File: config.mk
export PLATFORM = sky130hd
export DESIGN_NAME = contra_vga_timing
export DESIGN_NICKNAME = d
export VERILOG_FILES = /design/src/rtl/contra_vga_timing.sv
export SDC_FILE = /design/constraint.sdc
export NUM_CORES = 1
export LEC_CHECK = 0
export BUFFER_PORTS_ARGS = -buffer_cell sky130_fd_sc_hd__buf_2
export CELL_PAD_IN_SITES_DETAIL_PLACEMENT = 2
export CELL_PAD_IN_SITES_GLOBAL_PLACEMENT = 2
export CORE_MARGIN = 8
export CORE_UTILIZATION = 34
export CTS_BUF_LIST = sky130_fd_sc_hd__clkbuf_4
export DETAILED_ROUTE_END_ITERATION = 12
export PLACE_DENSITY_LB_ADDON = 0.1
export SYNTH_ARGS = -nofsm -noshare
export SYNTH_HDL_FRONTEND = slang
export SYNTH_SLANG_ARGS = --single-unit
File: constraint.sdc
create_clock -name vga_clk -period 3.4 [get_ports vga_clk]
set_clock_uncertainty 0.15 [all_clocks]
set_input_delay 0.17 -clock vga_clk [delete_from_list [all_inputs] [get_ports vga_clk]]
set_output_delay 0.17 -clock vga_clk [all_outputs]
set_load 0.02 [all_outputs]
File: src/rtl/contra_vga_timing.sv
// contra_vga_timing
// 640x480@60 raster timing for the Contra display path. Produces the pixel
// coordinate handed to the background/sprite mappers, the display-enable and
// sync flags for that same pixel, delayed copies of the flags that line up
// with the mapper RGB output, and a frame pulse/counter for game logic.
// Everything is registered on vga_clk; there is no input-to-output path.
//
// Handshake: none. The block free-runs one pixel per vga_clk and every output
// is valid in every cycle outside reset; consumers sample whenever they need.

module contra_vga_timing #(
    parameter int H_VISIBLE  = 640,
    parameter int H_FRONT    = 16,
    parameter int H_SYNC     = 96,
    parameter int H_BACK     = 48,
    parameter int V_VISIBLE  = 480,
    parameter int V_FRONT    = 10,
    parameter int V_SYNC     = 2,
    parameter int V_BACK     = 33,
    parameter int PIPE_DELAY = 2,
    parameter int FC_WIDTH   = 16
) (
    input  logic                vga_clk,
    input  logic                reset,
    output logic [9:0]          DrawX,
    output logic [9:0]          DrawY,
    output logic                blank,
    output logic                hs,
    output logic                vs,
    output logic                hs_d,
    output logic                vs_d,
    output logic                blank_d,
    output logic                frame_start,
    output logic [FC_WIDTH-1:0] frame_count
);

    // Raster geometry, all reduced to 10-bit unsigned compare values.
    localparam int H_TOTAL = H_VISIBLE + H_FRONT + H_SYNC + H_BACK;
    localparam int V_TOTAL = V_VISIBLE + V_FRONT + V_SYNC + V_BACK;

    localparam logic [9:0] H_LAST       = 10'(H_TOTAL - 1);
    localparam logic [9:0] V_LAST       = 10'(V_TOTAL - 1);
    localparam logic [9:0] H_VIS_END    = 10'(H_VISIBLE);
    localparam logic [9:0] V_VIS_END    = 10'(V_VISIBLE);
    localparam logic [9:0] H_SYNC_FIRST = 10'(H_VISIBLE + H_FRONT);
    localparam logic [9:0] H_SYNC_LAST  = 10'(H_VISIBLE + H_FRONT + H_SYNC - 1);
    localparam logic [9:0] V_SYNC_FIRST = 10'(V_VISIBLE + V_FRONT);
    localparam logic [9:0] V_SYNC_LAST  = 10'(V_VISIBLE + V_FRONT + V_SYNC - 1);

    // Geometry that cannot be represented is rejected at elaboration.
    if (H_TOTAL > 1024 || H_TOTAL < 2) begin : g_bad_h_total
        $error("contra_vga_timing: horizontal total must be 2..1024");
    end
    if (V_TOTAL > 1024 || V_TOTAL < 2) begin : g_bad_v_total
        $error("contra_vga_timing: vertical total must be 2..1024");
    end
    if (H_SYNC < 1 || V_SYNC < 1) begin : g_bad_sync
        $error("contra_vga_timing: sync widths must be at least 1");
    end
    if (PIPE_DELAY < 0) begin : g_bad_delay
        $error("contra_vga_timing: PIPE_DELAY must be non-negative");
    end
    if (FC_WIDTH < 1) begin : g_bad_fc
        $error("contra_vga_timing: FC_WIDTH must be at least 1");
    end

    // Raster position and per-pixel flags.
    logic [9:0]          x_q, x_d;
    logic [9:0]          y_q, y_d;
    logic                vis_q, vis_d;
    logic                hsync_q, hsync_d;
    logic                vsync_q, vsync_d;
    logic                fs_q, fs_d;
    logic [FC_WIDTH-1:0] fc_q, fc_d;

    // Next pixel position; flags are derived from that next position so they
    // land in the same cycle as the coordinate they describe.
    always_comb begin
        x_d = x_q + 10'd1;
        y_d = y_q;
        if (x_q == H_LAST) begin
            x_d = '0;
            if (y_q == V_LAST) begin
                y_d = '0;
            end else begin
                y_d = y_q + 10'd1;
            end
        end

        vis_d   = (x_d < H_VIS_END) && (y_d < V_VIS_END);
        hsync_d = !((x_d >= H_SYNC_FIRST) && (x_d <= H_SYNC_LAST));
        vsync_d = !((y_d >= V_SYNC_FIRST) && (y_d <= V_SYNC_LAST));
        fs_d    = (x_d == 10'd0) && (y_d == 10'd0);

        fc_d = fc_q;
        if (fs_d) begin
            fc_d = fc_q + FC_WIDTH'(1);
        end
    end

    // Reset parks the raster on the last pixel so the first live edge is (0,0).
    always_ff @(posedge vga_clk) begin
        if (reset) begin
            x_q     <= H_LAST;
            y_q     <= V_LAST;
            vis_q   <= 1'b0;
            hsync_q <= 1'b1;
            vsync_q <= 1'b1;
            fs_q    <= 1'b0;
            fc_q    <= '0;
        end else begin
            x_q     <= x_d;
            y_q     <= y_d;
            vis_q   <= vis_d;
            hsync_q <= hsync_d;
            vsync_q <= vsync_d;
            fs_q    <= fs_d;
            fc_q    <= fc_d;
        end
    end

    assign DrawX       = x_q;
    assign DrawY       = y_q;
    assign blank       = vis_q;
    assign hs          = hsync_q;
    assign vs          = vsync_q;
    assign frame_start = fs_q;
    assign frame_count = fc_q;

    // Delayed sync/enable copies matching the mapper RGB latency.
    if (PIPE_DELAY == 0) begin : g_no_delay
        assign hs_d    = hsync_q;
        assign vs_d    = vsync_q;
        assign blank_d = vis_q;
    end else begin : g_delay
        logic [PIPE_DELAY-1:0] hs_pipe_q, hs_pipe_d;
        logic [PIPE_DELAY-1:0] vs_pipe_q, vs_pipe_d;
        logic [PIPE_DELAY-1:0] vis_pipe_q, vis_pipe_d;

        // Shift each flag one stage further down its delay line.
        always_comb begin
            hs_pipe_d[0]  = hsync_q;
            vs_pipe_d[0]  = vsync_q;
            vis_pipe_d[0] = vis_q;
            for (int i = 1; i < PIPE_DELAY; i++) begin
                hs_pipe_d[i]  = hs_pipe_q[i-1];
                vs_pipe_d[i]  = vs_pipe_q[i-1];
                vis_pipe_d[i] = vis_pipe_q[i-1];
            end
        end

        // Syncs idle high and display disabled in every stage during reset.
        always_ff @(posedge vga_clk) begin
            if (reset) begin
                hs_pipe_q  <= '1;
                vs_pipe_q  <= '1;
                vis_pipe_q <= '0;
            end else begin
                hs_pipe_q  <= hs_pipe_d;
                vs_pipe_q  <= vs_pipe_d;
                vis_pipe_q <= vis_pipe_d;
            end
        end

        assign hs_d    = hs_pipe_q[PIPE_DELAY-1];
        assign vs_d    = vs_pipe_q[PIPE_DELAY-1];
        assign blank_d = vis_pipe_q[PIPE_DELAY-1];
    end

endmodule

Word level (Yosys, flattened, before mapping)
Cells that the tools add are included.
{ "word_totals": {"regBits": 46, "out_inout_bits": 43, "word_cells": 32} }
{ "op_classes": {"addsub": 3, "order_cmp": 6, "eq_ne": 2, "muxes": 3, "reduce_logical": 8} }
{ "ops": {"columns": ["op", "n"], "rows": [
  ["two-way mux 10 bit", 3],
  ["adder 10 x 1 -> 10 bit, second input constant", 2],
  ["== test 10 bit, second input constant", 2],
  ["logical NOT 10 bit", 2],
  ["adder 16 x 1 -> 16 bit, second input constant", 1],
  ["greater-or-equal comparator 10 bit, second input constant", 1],
  ["greater-or-equal comparator 10 x 9 -> 1 bit, second input constant", 1],
  ["less-or-equal comparator 10 bit, second input constant", 1],
  ["less-or-equal comparator 10 x 9 -> 1 bit, second input constant", 1],
  ["< comparator 10 bit, second input constant", 1],
  ["< comparator 10 x 9 -> 1 bit, second input constant", 1],
  ["logical AND 1 bit", 4],
  ["logical NOT 1 bit", 2]
]} }

Longest topological paths before layout
{ "depth": {"word_depth": 6, "ltp_mapped": 11} }

Worst setup path after synthesis
Ideal clock, no wire load.
{ "synth_path": {"path_kind": "flip-flop to flip-flop", "startpoint": "register x_q[1] (netlist: DrawX[1])", "endpoint": "register fc_q[14] (netlist: frame_count[14])", "arrival_time_ps": 2920, "path_slack_ps": 208, "path_stages_with_launch": 12, "n_path_buf": 2, "path_cell_list": "dfxtp_1 ha_1 nand4_1 or3_4 buf_6 a21oi_2 o21bai_1 or4_4 nor2_8 buf_12 nand3_2 mux2_4"} }
{ "synth_via": {"elab_chain_cells": 4} }
{ "synth_lines": {"columns": ["item", "line", "source"], "rows": [
  ["start, declared", "68", "logic [9:0] x_q, x_d;"],
  ["start signal, assigned", "104", "x_q <= H_LAST;"],
  ["start signal, assigned", "112", "x_q <= x_d;"],
  ["adder 10 x 1 -> 10 bit or == test 10 bit (tied branches)", "79, 81", null],
  ["two-way mux 10 bit", "81", "if (x_q == H_LAST) begin"],
  ["logical NOT 10 bit", "93", "fs_d = (x_d == 10'd0) && (y_d == 10'd0);"],
  ["logical AND 1 bit (*)", "93", null],
  ["end signal, assigned", "110", "fc_q <= '0;"],
  ["end signal, assigned", "118", "fc_q <= fc_d;"],
  ["end, declared", "74", "logic [FC_WIDTH-1:0] fc_q, fc_d;"]
]} }
Mark *: on every way between the ends. The rest lies on a longest branch, timed or not.
A chain may end at the register's enable or synchronous reset.

Worst setup path in the final report
{ "layout_path": {"startpoint": "register x_q[1] (netlist: DrawX[1])", "endpoint": "register fc_q[3] (netlist: frame_count[3])"} }
The elaborated chain is that of the path after synthesis.

==> impl.org <==
** Run status
- The flow ran to the end, and the final reports show no timing, DRC or antenna violations.

** Floorplan
- Measured along the x axis, the die boundary spans 104 microns.
- Number of primary I/O pins :: 45
- Row generation in the floorplan step produced 32 rows.
- The floorplan step defined a die boundary enclosing 10800 sq um.
- The region available for standard cell placement spans 7610 sq um.
- Vertical die dimension :: 104 microns
- Effective utilization at floorplan :: 0.345

** Global route
- Number of global-route vias before repair :: 2541
- Entering global routing, the biggest net connects 57 pins.
- Global routing met1 resource utilization :: 0.172
- Overall track demand over capacity in global routing :: 0.142
- The first global-routing pass estimated 12900 microns of wire.
- The layer flagged by global routing as most heavily used is met2.
- For this run the aggregate overflow at the end of global routing stands at 0.
- Grt met3 use :: 0.0322
- Met2 GRT Util :: 0.245
- The initial antenna violation count is 0.

** Synthesis
- Share of synthesized registers carrying an async set or reset :: 0
- Count of distinct cell types in the synthesized netlist :: 63
- Post-Synthesis Mean Instance Area :: 8.42 sq um
- Of the synthesized area, sequential elements account for 0.351.
- Synth Cell Area :: 2630 sq um
- Post-synth net total :: 319
- The Yosys step of the flow raised 0 warnings.
- Post-synth EDFFs :: 0
- The synthesized design contains 46 register bits.
- Among all flip-flop cells after synthesis, the most frequent one is dfxtp_1.
- Cells after synthesis :: 312

** Critical path
- Critical-path cell list :: ha_1 > nand4_1 > or3_4 > a21oi_2 > o21bai_1 > or4_4 > nor2_8 > nand4_1 > mux2_2
- Data on the critical path is required at its endpoint by 3.52 ns.
- Launching element type of the critical path :: register
- Cell type with the highest occurrence count on the critical path :: nand4_1
- The critical path in this run is classified as register to register.
- The kind of cell with the highest combined delay along the critical path is simple AND/OR/NAND/NOR gates.
- On the worst path, the slowest cell contributes a delay of 0.57 ns.
- Cell type of the slowest stage on the worst timing path :: or4_4
- Critical path buffer and inverter count :: 0
- Of all nets on the critical path, the largest fanout is 18.
- STA classifies the critical path endpoint as a register.
- Arrival time at the worst endpoint :: 3.24 ns

** Cells and area
- Fraction of the core area covered by cells at the end of the flow :: 0.398
- 0 antenna diodes ended up in the layout.
- The library cell used most frequently in the layout, excluding fill and tap cells, is dfxtp_1.
- Seq. cell area :: 921 sq um
- Compared with the post-synthesis result, the final layout area differs by 15.3%.
- In the layout the commonest cells are 46 x dfxtp_1, 44 x buf_2, 41 x nor2_1, 17 x nor2b_1, 15 x nand3_1.
- In the final design database the tool counted 360 nets.
- Multi-input combinational cell area :: 1560 sq um
- Proportion of layout cells with a drive suffix above 1 :: 0.274
- Fill cells in the final layout number 907.

** Place
- HPWL after DPL :: 5620 microns
- Count of buffers inserted at the top-level ports :: 44
- Global placer's final weighted congestion :: 0.801

** Drt
- Via count :: 2435
- Count of routing violations after the opening detailed-route iteration :: 76
- In the routed layout, each cell is associated on average with a via count of 5.34.
- The count of nets left with antenna violations once routing finished came out at 0.
- The final layout contains routed wiring with a total length of 7540 microns.
- For this run, the detailed router's first-pass iteration total came to 4.
- In the final routed layout, each cell accounts on average for 16.5 microns.
- After detailed routing, the number of remaining DRC violations is 0.

** STA
- Setup repair after global routing left no endpoint under its margin.
- Setup violations remaining at the end of the flow were counted as 0.
- At the pin with the least slew margin, the transition time is 0.978 ns.
- Final Hold Violating Endpoints :: 0
- Final cycle utilization of the critical path :: 0.916
- Derived from the worst setup path, the maximum achievable clock frequency is 321 MHz.
- Hold Slack :: 0.279 ns
- Total negative slack :: 0 ns
- Worst relative slew slack :: 0.348
- The number of max-slew violations in the final report was 0.
- Minimum period implied by the final worst setup slack :: 3.12 ns

** Job
- Across the run, the number of max-cap violations was 0.

** Power and ir drop
- Total internal power :: 1.12 mW
- Of the total power, registers draw 0.344.
- Max rail drop VDD :: 0.299 mV
- Net Switching :: 876 uW
- For this design the static power due to leakage is 1.28 nW.
- Total Power Consumption :: 2.00 mW
- Gate power share :: 0.477
- The share of total power dissipated in the clock network is 0.179.
- Switching share of power :: 0.439
- Pwr per Cell Area :: 660 nW/um^2

** Clock tree
- CTS Buffer Depth :: 2
- The cell sitting at the root of the clock tree is a clkbuf_4.
- After clock tree synthesis, the repair step resized 0 gates.
- Clock tree synthesis found a total of 46 sinks.
- Post-CTS setup-driven buffer insertion count :: 0
- Clock tree synthesis inserted a total of 5 buffers.
- Clock insertion delay at the later pin of the skew report :: 0.37 ns
- CTS tree :: yes
- Clock-pin slew was measured on the worst setup and hold paths at 0.14 ns.
- # hold bufs at CTS :: 0
- The H-tree was split into 2 levels.

** Hold path
- Classification of the worst-slack hold path :: register to register
[worst paths after layout]
path / from / to / slack [ns] / depth (start not counted)
worst max register to register: DrawX[1]$_SDFF_PP1_ / frame_count[3]$_SDFFE_PP0P_ / 0.28 / 9
worst max-delay path: DrawX[1]$_SDFF_PP1_ / frame_count[3]$_SDFFE_PP0P_ / 0.28 / 9
worst min register to register: g_delay.vs_pipe_q[0]$_SDFF_PP1_ / g_delay.vs_pipe_q[1]$_SDFF_PP1_ / 0.28 / 1
worst min-delay path: g_delay.vs_pipe_q[0]$_SDFF_PP1_ / g_delay.vs_pipe_q[1]$_SDFF_PP1_ / 0.28 / 1
[flip-flops by register name, summed over array words and instances, names as in the netlist]
register,cells
g_delay.hs_pipe_q,2
blank,1
DrawX,10
g_delay.vs_pipe_q,2
hs,1
frame_count,16
g_delay.vis_pipe_q,2
vs,1
DrawY,10
frame_start,1
[metrics by stage]
| step | area, sq um | worst slack (ns) | std cells |
|---|---|---|---|
| detailed placement | 2950 | 0.253 | 448 |
| CTS | 3030 | 0.248 | 456 |
| finish | 3030 | 0.284 | 456 |
| floorplan | 2630 | 0.208 | 312 |
| global route | 3030 | 0.0118 | 456 |
| global placement | 2950 | 0.336 | 448 |
[power groups by stage]
stage	Sequential, mW	Clock (mW)	Combinational (mW)
global route	0.700	0.397	1.06
CTS	0.689	0.379	0.966
detailed placement	0.701	0	0.960
floorplan	0.739	0	0.627
finish	0.686	0.358	0.952
global placement	0.695	0	0.947
[cell usage after synthesis, drive strengths merged, types with 2 or more instances]
cell / instances / area, sq um
a211oi: 3 / 22.5
clkbuf: 12 / 45.0
or2: 5 / 31.3
nor2: 43 / 180
nand2: 13 / 48.8
nand4b: 2 / 32.5
nor2b: 17 / 106
nand3: 17 / 95.1
nor4b: 2 / 17.5
nor3: 11 / 60.1
a22oi: 2 / 15.0
xor2: 8 / 70.1
and2: 5 / 31.3
mux2: 11 / 131
buf: 10 / 73.8
nand4: 13 / 81.3
o21bai: 2 / 15.0
o21ai: 11 / 55.1
and3: 12 / 77.6
a21o: 3 / 25.0
dfxtp: 46 / 921
ha: 5 / 62.6
inv: 6 / 22.5
or3: 3 / 25.0
a221o: 2 / 20.0
a31o: 3 / 26.3
a21oi: 11 / 58.8
or4: 2 / 18.8
xnor2: 8 / 70.1
nand2b: 6 / 37.5
[final cells by class]
type                    instances  area share
multi-input cells             238       0.517
flip-flops and latches         46       0.304
repair buffers                 56       0.102
well taps                     102      0.0421
clock buffers                   6      0.0149
clock inverters                 2      0.0124
inverters                       6     0.00744
[worst reg2reg max path, cell delays in order, from the launching register on]
cell      delay (ns)
dfxtp_1         0.42
ha_1            0.29
nand4_1         0.19
or3_4           0.51
a21oi_2         0.13
o21bai_1        0.10
or4_4           0.57
nor2_8          0.26
nand4_1         0.14
mux2_2          0.28
[cell families after synthesis]
| family | share of synthesized area |
|---|---|
| fa+ha+maj | 0.0238 |
| simple gates | 0.333 |
| buf+inv | 0.0538 |
| mux | 0.0538 |
| compound gates | 0.132 |
| xor+xnor | 0.0534 |
| flops | 0.351 |
[layer usage]
metal	part of all wire	wire (microns)
met5	0	0
met4	0.012	90
met3	0.038	286
met2	0.49	3690
met1	0.46	3480
Power figures use the tool's default switching activity.
